--- config.mk ---
export PLATFORM = sky130hd
export DESIGN_NAME = uart_tx_word
export DESIGN_NICKNAME = d
export VERILOG_FILES = /design/src/rtl/uart_pkg.sv /design/src/rtl/uart_baud_tick.sv /design/src/rtl/uart_tx_word.sv
export SDC_FILE = /design/constraint.sdc
export NUM_CORES = 1
export LEC_CHECK = 0
export BUFFER_PORTS_ARGS = -buffer_cell sky130_fd_sc_hd__buf_4
export CAP_MARGIN = 20
export CORE_MARGIN = 2
export CORE_UTILIZATION = 51
export DETAILED_ROUTE_END_ITERATION = 6
export PLACE_DENSITY_LB_ADDON = 0.12
export SLEW_MARGIN = 40
export SYNTH_ARGS = -nofsm -noshare
export SYNTH_HDL_FRONTEND = slang
export SYNTH_SLANG_ARGS = --single-unit
--- constraint.sdc ---
create_clock -name clk -period 3.25 [get_ports clk]
set_clock_uncertainty 0.2 [all_clocks]
set_input_delay 0 -clock clk [delete_from_list [all_inputs] [get_ports clk]]
set_output_delay 0 -clock clk [all_outputs]
set_load 0.02 [all_outputs]
--- src/rtl/uart_pkg.sv ---
// Shared types and helpers for the word-oriented UART transmitter.
// Holds the FSM state encoding, parity mode constants and the parity function.
package uart_pkg;

    typedef enum logic [2:0] {
        ST_IDLE,
        ST_START,
        ST_DATA,
        ST_PARITY,
        ST_STOP
    } uart_state_t;

    localparam int PAR_NONE = 0;
    localparam int PAR_ODD  = 1;
    localparam int PAR_EVEN = 2;

    // Unused upper data bits must be zero so they do not disturb the result.
    function automatic logic parity_bit(input logic [8:0] data, input int mode);
        logic p;
        p = ^data;
        if (mode == PAR_ODD) begin
            return ~p;
        end else if (mode == PAR_EVEN) begin
            return p;
        end
        return 1'b1;
    endfunction

endpackage

--- src/rtl/uart_baud_tick.sv ---
// Baud divider: counts system clocks per UART bit and flags the last one.
// Clearing restarts the bit so every state begins on a full bit period.
module uart_baud_tick #(
    parameter int CLK_DIV = 4
) (
    input  logic clk,
    input  logic rst,
    input  logic clear,
    output logic tick
);

    localparam int W = $clog2(CLK_DIV);
    localparam logic [W-1:0] LAST = W'(CLK_DIV - 1);

    if (CLK_DIV < 2) begin : g_bad_div
        $error("uart_baud_tick: CLK_DIV must be at least 2");
    end

    logic [W-1:0] cnt_q;
    logic [W-1:0] cnt_d;

    assign tick = (cnt_q == LAST);

    always_comb begin
        cnt_d = cnt_q + 1'b1;
        if (clear || tick) begin
            cnt_d = '0;
        end
    end

    always_ff @(posedge clk or posedge rst) begin
        if (rst) begin
            cnt_q <= '0;
        end else begin
            cnt_q <= cnt_d;
        end
    end

endmodule

--- src/rtl/uart_tx_word.sv ---
// UART transmitter sending one multi-character word per valid/ready handshake.
// Characters go out LSB first, back to back, with optional parity and stop bits.
module uart_tx_word
    import uart_pkg::*;
#(
    parameter int CLK_DIV   = 4,
    parameter int DATA_BITS = 8,
    parameter int PARITY    = 0,
    parameter int STOP_BITS = 1,
    parameter int CHARS     = 2
) (
    input  logic                         clk,
    input  logic                         rst,
    input  logic [DATA_BITS*CHARS-1:0]   in_data,
    input  logic                         in_valid,
    output logic                         in_ready,
    output logic                         tx,
    output logic                         busy,
    output logic                         done
);

    localparam int WW = DATA_BITS * CHARS;
    localparam int BMAX = (DATA_BITS > STOP_BITS) ? DATA_BITS : STOP_BITS;
    localparam int BW = $clog2(BMAX);
    localparam int CW = (CHARS > 1) ? $clog2(CHARS) : 1;
    localparam logic [BW-1:0] BIT_LAST  = BW'(DATA_BITS - 1);
    localparam logic [BW-1:0] STOP_LAST = BW'(STOP_BITS - 1);
    localparam logic [CW-1:0] CHR_LAST  = CW'(CHARS - 1);

    if (CLK_DIV < 2) begin : g_bad_div
        $error("uart_tx_word: CLK_DIV must be at least 2");
    end
    if (DATA_BITS < 5 || DATA_BITS > 9) begin : g_bad_data
        $error("uart_tx_word: DATA_BITS must be 5..9");
    end
    if (PARITY < PAR_NONE || PARITY > PAR_EVEN) begin : g_bad_par
        $error("uart_tx_word: PARITY must be 0, 1 or 2");
    end
    if (STOP_BITS < 1 || STOP_BITS > 4) begin : g_bad_stop
        $error("uart_tx_word: STOP_BITS must be 1..4");
    end
    if (CHARS < 1) begin : g_bad_chars
        $error("uart_tx_word: CHARS must be at least 1");
    end

    uart_state_t          state_q, state_d;
    logic [BW-1:0]        bit_q, bit_d;
    logic [CW-1:0]        chr_q, chr_d;
    logic [WW-1:0]        word_q, word_d;
    logic                 tx_q, tx_d;
    logic                 done_q, done_d;
    logic [DATA_BITS-1:0] char_d;
    logic                 tick;
    logic                 baud_clear;

    assign baud_clear = (state_q == ST_IDLE) || (state_d != state_q);

    uart_baud_tick #(
        .CLK_DIV(CLK_DIV)
    ) u_baud (
        .clk  (clk),
        .rst  (rst),
        .clear(baud_clear),
        .tick (tick)
    );

    always_ff @(posedge clk or posedge rst) begin
        if (rst) begin
            state_q <= ST_IDLE;
            bit_q   <= '0;
            chr_q   <= '0;
            word_q  <= '0;
            tx_q    <= 1'b1;
            done_q  <= 1'b0;
        end else begin
            state_q <= state_d;
            bit_q   <= bit_d;
            chr_q   <= chr_d;
            word_q  <= word_d;
            tx_q    <= tx_d;
            done_q  <= done_d;
        end
    end

    always_comb begin
        state_d = state_q;
        bit_d   = bit_q;
        chr_d   = chr_q;
        word_d  = word_q;
        done_d  = 1'b0;
        unique case (state_q)
            ST_IDLE: begin
                if (in_valid) begin
                    state_d = ST_START;
                    word_d  = in_data;
                    bit_d   = '0;
                    chr_d   = '0;
                end
            end
            ST_START: begin
                if (tick) begin
                    state_d = ST_DATA;
                    bit_d   = '0;
                end
            end
            ST_DATA: begin
                if (tick) begin
                    if (bit_q == BIT_LAST) begin
                        state_d = (PARITY != PAR_NONE) ? ST_PARITY : ST_STOP;
                        bit_d   = '0;
                    end else begin
                        bit_d = bit_q + 1'b1;
                    end
                end
            end
            ST_PARITY: begin
                if (tick) begin
                    state_d = ST_STOP;
                    bit_d   = '0;
                end
            end
            ST_STOP: begin
                if (tick) begin
                    if (bit_q == STOP_LAST) begin
                        bit_d  = '0;
                        word_d = word_q >> DATA_BITS;
                        if (chr_q == CHR_LAST) begin
                            state_d = ST_IDLE;
                            chr_d   = '0;
                            done_d  = 1'b1;
                        end else begin
                            state_d = ST_START;
                            chr_d   = chr_q + 1'b1;
                        end
                    end else begin
                        bit_d = bit_q + 1'b1;
                    end
                end
            end
            default: begin
                state_d = ST_IDLE;
            end
        endcase
    end

    // Line level follows the next state so tx changes on the same edge.
    always_comb begin
        char_d = word_d[DATA_BITS-1:0];
        tx_d   = 1'b1;
        unique case (state_d)
            ST_START:  tx_d = 1'b0;
            ST_DATA:   tx_d = char_d[bit_d];
            ST_PARITY: tx_d = parity_bit(9'(char_d), PARITY);
            default:   tx_d = 1'b1;
        endcase
    end

    assign in_ready = (state_q == ST_IDLE);
    assign busy     = ~in_ready;
    assign tx       = tx_q;
    assign done     = done_q;

endmodule

# ---- Yosys cells after proc, flatten, opt, wreduce, memory -nomap -nowiden
# Cells that the tools add are included.
dict set report classes {
  n_addsub 3
  magnitude_cmp 1
  eq_ne 12
  muxes 33
  bitwise_logic 1
  reduce_logical 7
}
# operator n
set op_table {}
lappend op_table {{16-bit two-way mux} 3}
lappend op_table {{3-bit two-way mux} 13}
lappend op_table {{16-bit one-hot mux with 2 select lines} 1}
lappend op_table {{3-bit one-hot mux with 5 select lines} 1}
lappend op_table {{3-bit one-hot mux with 4 select lines} 1}
lappend op_table {{1-bit two-way mux} 10}
lappend op_table {{3-bit by 2-bit equality test with 1-bit output (second input constant)} 3}
lappend op_table {{3-bit by 1-bit equality test with 1-bit output (second input constant)} 2}
lappend op_table {{3-bit equality test (second input constant)} 2}
lappend op_table {{3-bit logical NOT} 2}
lappend op_table {{3-bit by 4-bit less-than comparator with 1-bit output (second input constant)} 1}
lappend op_table {{2-bit != test (second input constant)} 2}
lappend op_table {{1-bit one-hot mux with 2 select lines} 2}
lappend op_table {{4-bit AND reduction} 1}
lappend op_table {{3-bit by 1-bit adder with 3-bit output (second input constant)} 1}
lappend op_table {{1-bit binary-select mux with 3-bit select} 1}
lappend op_table {{3-bit != test} 1}
lappend op_table {{2-bit by 1-bit adder with 2-bit output (second input constant)} 1}
lappend op_table {{2-bit equality test (second input constant)} 1}
lappend op_table {{1-bit logical OR} 2}
lappend op_table {{2-bit two-way mux} 1}
lappend op_table {{2-bit by 1-bit != test with 1-bit output (second input constant)} 1}
lappend op_table {{2-bit nonzero test} 1}
lappend op_table {{2-bit OR reduction} 1}
lappend op_table {{other kinds (2)} 2}
dict set report totals {
  reg_bits 27
  in_bits 19
  out_inout_bits 4
  wordCells 65
}

# ---- Longest topological paths before layout
dict set report logic_depth {
  word_depth 8
  depth_mapped 10
  depth_no_buf 8
}

# ---- Hierarchy
# A second synthesis with hierarchy kept.
dict set report unflattened {
  hier_cells 146
  area_unflattened_um2 1460.2
}
# module instances cells_per_inst area_each_um2 seq_area_each_um2
set by_module_without_submodules {}
lappend by_module_without_submodules {uart_tx_word 1 140 1371.3 626.9}
lappend by_module_without_submodules {uart_baud_tick 1 6 88.8 50.0}

# ---- Worst setup path before layout
# No wires, ideal clock.
dict set report synth_path {
  path_kind {reg-to-reg}
  startpoint {register state_q[1]}
  endpoint {register tx_q, in the netlist tx}
  setup_ns 0.090
  t_arrival_ns 2.125
  t_required_ns 2.960
  setup_slack_ns 0.835
  path_stages_with_launch 9
  path_buffers 2
  synth_period_minus_slack_ns 2.415
  cell_sequence {dfrtp_1 or4b_1 buf_2 o2111a_1 or2_1 buf_6 mux2i_1 o211a_1 nor4_2}
}
dict set report synth_between {
  elab_chain_cells 6
  elab_cells_between_ends 21
  cone_classes {eq/ne (6); mux (13); reduce/logical (2)}
}
# item line_no
set synth_rtl {}
lappend synth_rtl {{start, declared} uart_tx_word.sv:46} ;# uart_state_t state_q, state_d;
lappend synth_rtl {{start signal, assigned} uart_tx_word.sv:76} ;# state_q <= state_d;
lappend synth_rtl {{3-bit by 2-bit equality test with 1-bit output or 3-bit by 1-bit equality test with 1-bit output (tied branches)} uart_tx_word.sv:91} ;# unique case (state_q)
lappend synth_rtl {{2-bit OR reduction (no line)} -}
lappend synth_rtl {{3-bit one-hot mux with 4 select lines (*)} uart_tx_word.sv:91}
lappend synth_rtl {{via bit_d[2]} uart_tx_word.sv:47} ;# logic [BW-1:0] bit_q, bit_d;
lappend synth_rtl {{1-bit binary-select mux with 3-bit select (*)} uart_tx_word.sv:152} ;# ST_DATA: tx_d = char_d[bit_d];
lappend synth_rtl {{1-bit two-way mux (not written as such) (*)} uart_tx_word.sv:152}
lappend synth_rtl {{1-bit one-hot mux with 2 select lines (*)} uart_tx_word.sv:150} ;# unique case (state_d)
lappend synth_rtl {{via tx_d} uart_tx_word.sv:50} ;# logic tx_q, tx_d;
lappend synth_rtl {{end signal, assigned} uart_tx_word.sv:80} ;# tx_q <= tx_d;
lappend synth_rtl {{end, declared} uart_tx_word.sv:50}
# Mark *: on every way through the listed nets, which the timed path passes. The rest lies on a longest branch. The select of a mux whose other input is x is not followed.
# A chain may end at the register's enable or synchronous reset.

# ---- Worst setup path after layout
dict set report layout_path {
  startpoint {register state_q[1]}
  endpoint {register tx_q, in the netlist tx}
}
dict set report layout_between {
  elab_chain_cells 6
  elab_cells_between_ends 21
  cone_classes {eq/ne (6); mux (13); reduce/logical (2)}
}
# item line_no
set layout_rtl {}
lappend layout_rtl {{3-bit by 2-bit equality test with 1-bit output or 3-bit by 1-bit equality test with 1-bit output (tied branches)} uart_tx_word.sv:91}
lappend layout_rtl {{2-bit OR reduction (no line)} -}
lappend layout_rtl {{3-bit one-hot mux with 4 select lines} uart_tx_word.sv:91}
lappend layout_rtl {{1-bit binary-select mux with 3-bit select} uart_tx_word.sv:152}
lappend layout_rtl {{1-bit two-way mux (not written as such)} uart_tx_word.sv:152}
lappend layout_rtl {{1-bit one-hot mux with 2 select lines (*)} uart_tx_word.sv:150}
lappend layout_rtl {{via tx_d} uart_tx_word.sv:50}
# Marked as above.

==> reports/qor.yml <==
status:
  outcome: "finished, final reports clean"
layout:
  fillers: 216
  syn2layout_area_growth_pct: 23.6
  layout.nets: 216
  diodes: 0
  drive_above_1_share_pct: 18.8
  layout_commonest_cell: "dfrtp_1"
  layout_common_cells: "26 x dfrtp_1, 24 x buf_4, 22 x nand2_1"
clock_network:
  clkSinkCount: 27
  cts_buffers: 3
  clk_path_buf_depth: 2
  h-tree-depth: 1
  cts_tree: "yes"
  path_clk_slew_ns: 0.16
  ctsResizeCount: 0
  clockRootBuffer: "clkbuf_4"
  post_cts_buffers: 0
  clk_latency_ns: 0.34
  cts_hold_buf: 18
critical_path:
  cp_cell_sequence: "or4b_1 -> o2111a_1 -> or2_1 -> mux2i_1 -> o211a_1 -> nor4_2"
  worst-path-buf-inv: 0
  slowest_stage: "or4b_1"
  crit-reg2reg-capture: "tx"
  worst-path-max-fanout: 15
  critical-path-max-stage-delay_ns: 0.76
  required_ns: 3.30
  r2r-start: "state_q[1]"
  cp.arrival_ns: 2.85
  ff2ff_setup_slack_ns: 0.45
  critPathCaptureType: "register"
  cp-start-kind: "register"
  crit_cells: 6
  cp_top_family: "simple AND/OR/NAND/NOR gates"
  worstSetupPathType: "register to register"
  r2r_cells: 6
job:
  cap_violations: 0
logic_synthesis:
  synthArstFlopShare_pct: 100
  yosys_warnings: 0
  synth_seq_cells: 27
  synthCells: 157
  yosysUniqueCellTypes: 46
  synthesis.area_sq_mm: 0.00154
  synth_edf_count: 0
  synth_nets: 180
  syn_area_per_cell_sq_um: 9.83
  synth_seq_area_share_pct: 43.8
  ys.flop_type: "dfrtp_1"
floorplan:
  ios: 23
  core.rowCount: 19
  dieArea_sq_mm: 0.00348
  die_y_um: 59.0
  initial_core_util_pct: 55.0
  die_x_um: 59.0
  core-area_sq_mm: 0.00281
detailed_routing:
  drc: 0
  drt_iter0_drc: 82
  vias: 1337
  avgRoutedWirePerCell_um: 16.5
  dr.pass1.iters: 4
  via_per_inst: 6.00
  postRouteWirelength_mm: 3.67
  antenna_left: 0
sta:
  tightestPinTransition_ns: 0.641
  fmax_mhz: 357
  finalCritPeriodShare_pct: 86.3
  slew-limit-headroom_pct: 57.2
  hold_ws_ns: 0.0593
  fin_setup_tns_ns: 0
  grt_setup_unrepaired: "no"
  hold_violations: 0
  drv_slew: 0
  finalCriticalPeriod_ns: 2.80
  setup_viol: 0
power:
  sequentialPowerShare_pct: 62.2
  swShare_pct: 23.2
  comb_power_share_pct: 10.0
  cellInternalPower_uw: 425
  leakage_uw: 0.000852
  p_switching_uw: 128
  p_per_area_mw_per_mm2: 290
  clkPwrFrac_pct: 27.8
  ir_worst_vdd_mv: 0.209
global_route:
  grtUsageTotal_pct: 22.8
  grt_max_degree: 28
  overflow: 0
  grt_pass1_vias: 1331
  antenna_found_initial: 0
  grt_pass1_wl_mm: 6.13
place:
  gp_congestion: 0.857
  hpwl_mm: 2.47
  io_buffers: 22
worst_hold_path:
  hold_path_class: "input port to async pin"
## metal layers
layer / global-route usage, % / up-vias / part of all wire, %
met5: 0 / - / 0
met4: 5.84 / 0 / 0.52
met3: 3.06 / 2 / 3.8
met2: 36.5 / 44 / 48
met1: 32.8 / 644 / 47
li1: - / 647 / -
## power by group through the flow
stage	clock network (uW)	registers, uW	logic [uW]
3_3_place_gp	0	350	37.4
2_1_floorplan	0	350	15.0
3_5_place_dp	0	350	38.0
6_report	154	344	55.4
5_1_grt	171	345	59.6
4_1_cts	157	344	55.3
## stage by stage
stage                     util, %  instance area [sq um]  power [uW]  worst slack [ns]  cells
after CTS                    68.0                   1910         556             0.449    223
after global placement       60.5                   1700         388             0.594    201
final                        68.0                   1910         553             0.446    223
after detailed placement     60.5                   1700         388             0.483    201
after floorplan                 -                   1540         365             0.835    157
after global routing         68.0                   1910         575             0.314    223
## cells by family (layout without fill, tap and decap cells)
family | Yosys count | in the layout | synth area share (%)
simple gates | 62 | 62 | 23.9
compound gates | 45 | 45 | 21.7
flops | 27 | 27 | 43.8
buf+inv | 16 | 51 | 5.43
fa+ha+maj | 4 | 4 | 3.24
mux | 2 | 2 | 1.30
xor+xnor | 1 | 1 | 0.567
## state kept, by name, summed over array words and instances (netlist names)
name and cells:
done 1, u_baud.cnt_q 2, bit_q 3, word_q 16, state_q 3, chr_q 1, tx 1
## cell type report
class	count	area (sq um)	area share (%)
multi-input combinational	114	783	41.0
sequential	27	677	35.5
tap	31	38.8	2.03
inverter	5	18.8	0.984
timing repair buffer	42	360	18.9
clock buffer	3	22.5	1.18
clock inverter	1	7.51	0.393
## cells in the mapped netlist, drive strengths merged, types with 3 or more instances
cell	number	area share [%]
clkbuf	4	0.97
buf	7	3.2
nand2	22	5.3
and3	8	3.2
nand3b	4	1.9
nor4	3	1.6
o21ai	13	4.2
nor3	3	0.97
ha	4	3.2
a21o	3	1.5
dfrtp	26	42
a21oi	7	2.5
nor2b	7	2.8
nand2b	3	1.2
inv	5	1.2
a221o	7	4.5
## tightest hold or removal path: stages
cell and delay (ns):
dlygate4sd3_1 0.53, buf_4 0.13, inv_2 0.42
## how the worst max path moves through the flow
stage | startpoint | endpoint | slack (ns)
2_1_floorplan | state_q[1] | tx | 0.83
3_3_place_gp | state_q[1] | tx | 0.59
3_5_place_dp | state_q[1] | tx | 0.48
4_1_cts | state_q[1] | tx | 0.45
5_1_grt | u_baud.cnt_q[0] | tx | 0.31
6_report | state_q[1] | tx | 0.45
No activity file was read; power rests on OpenSTA's default activity.
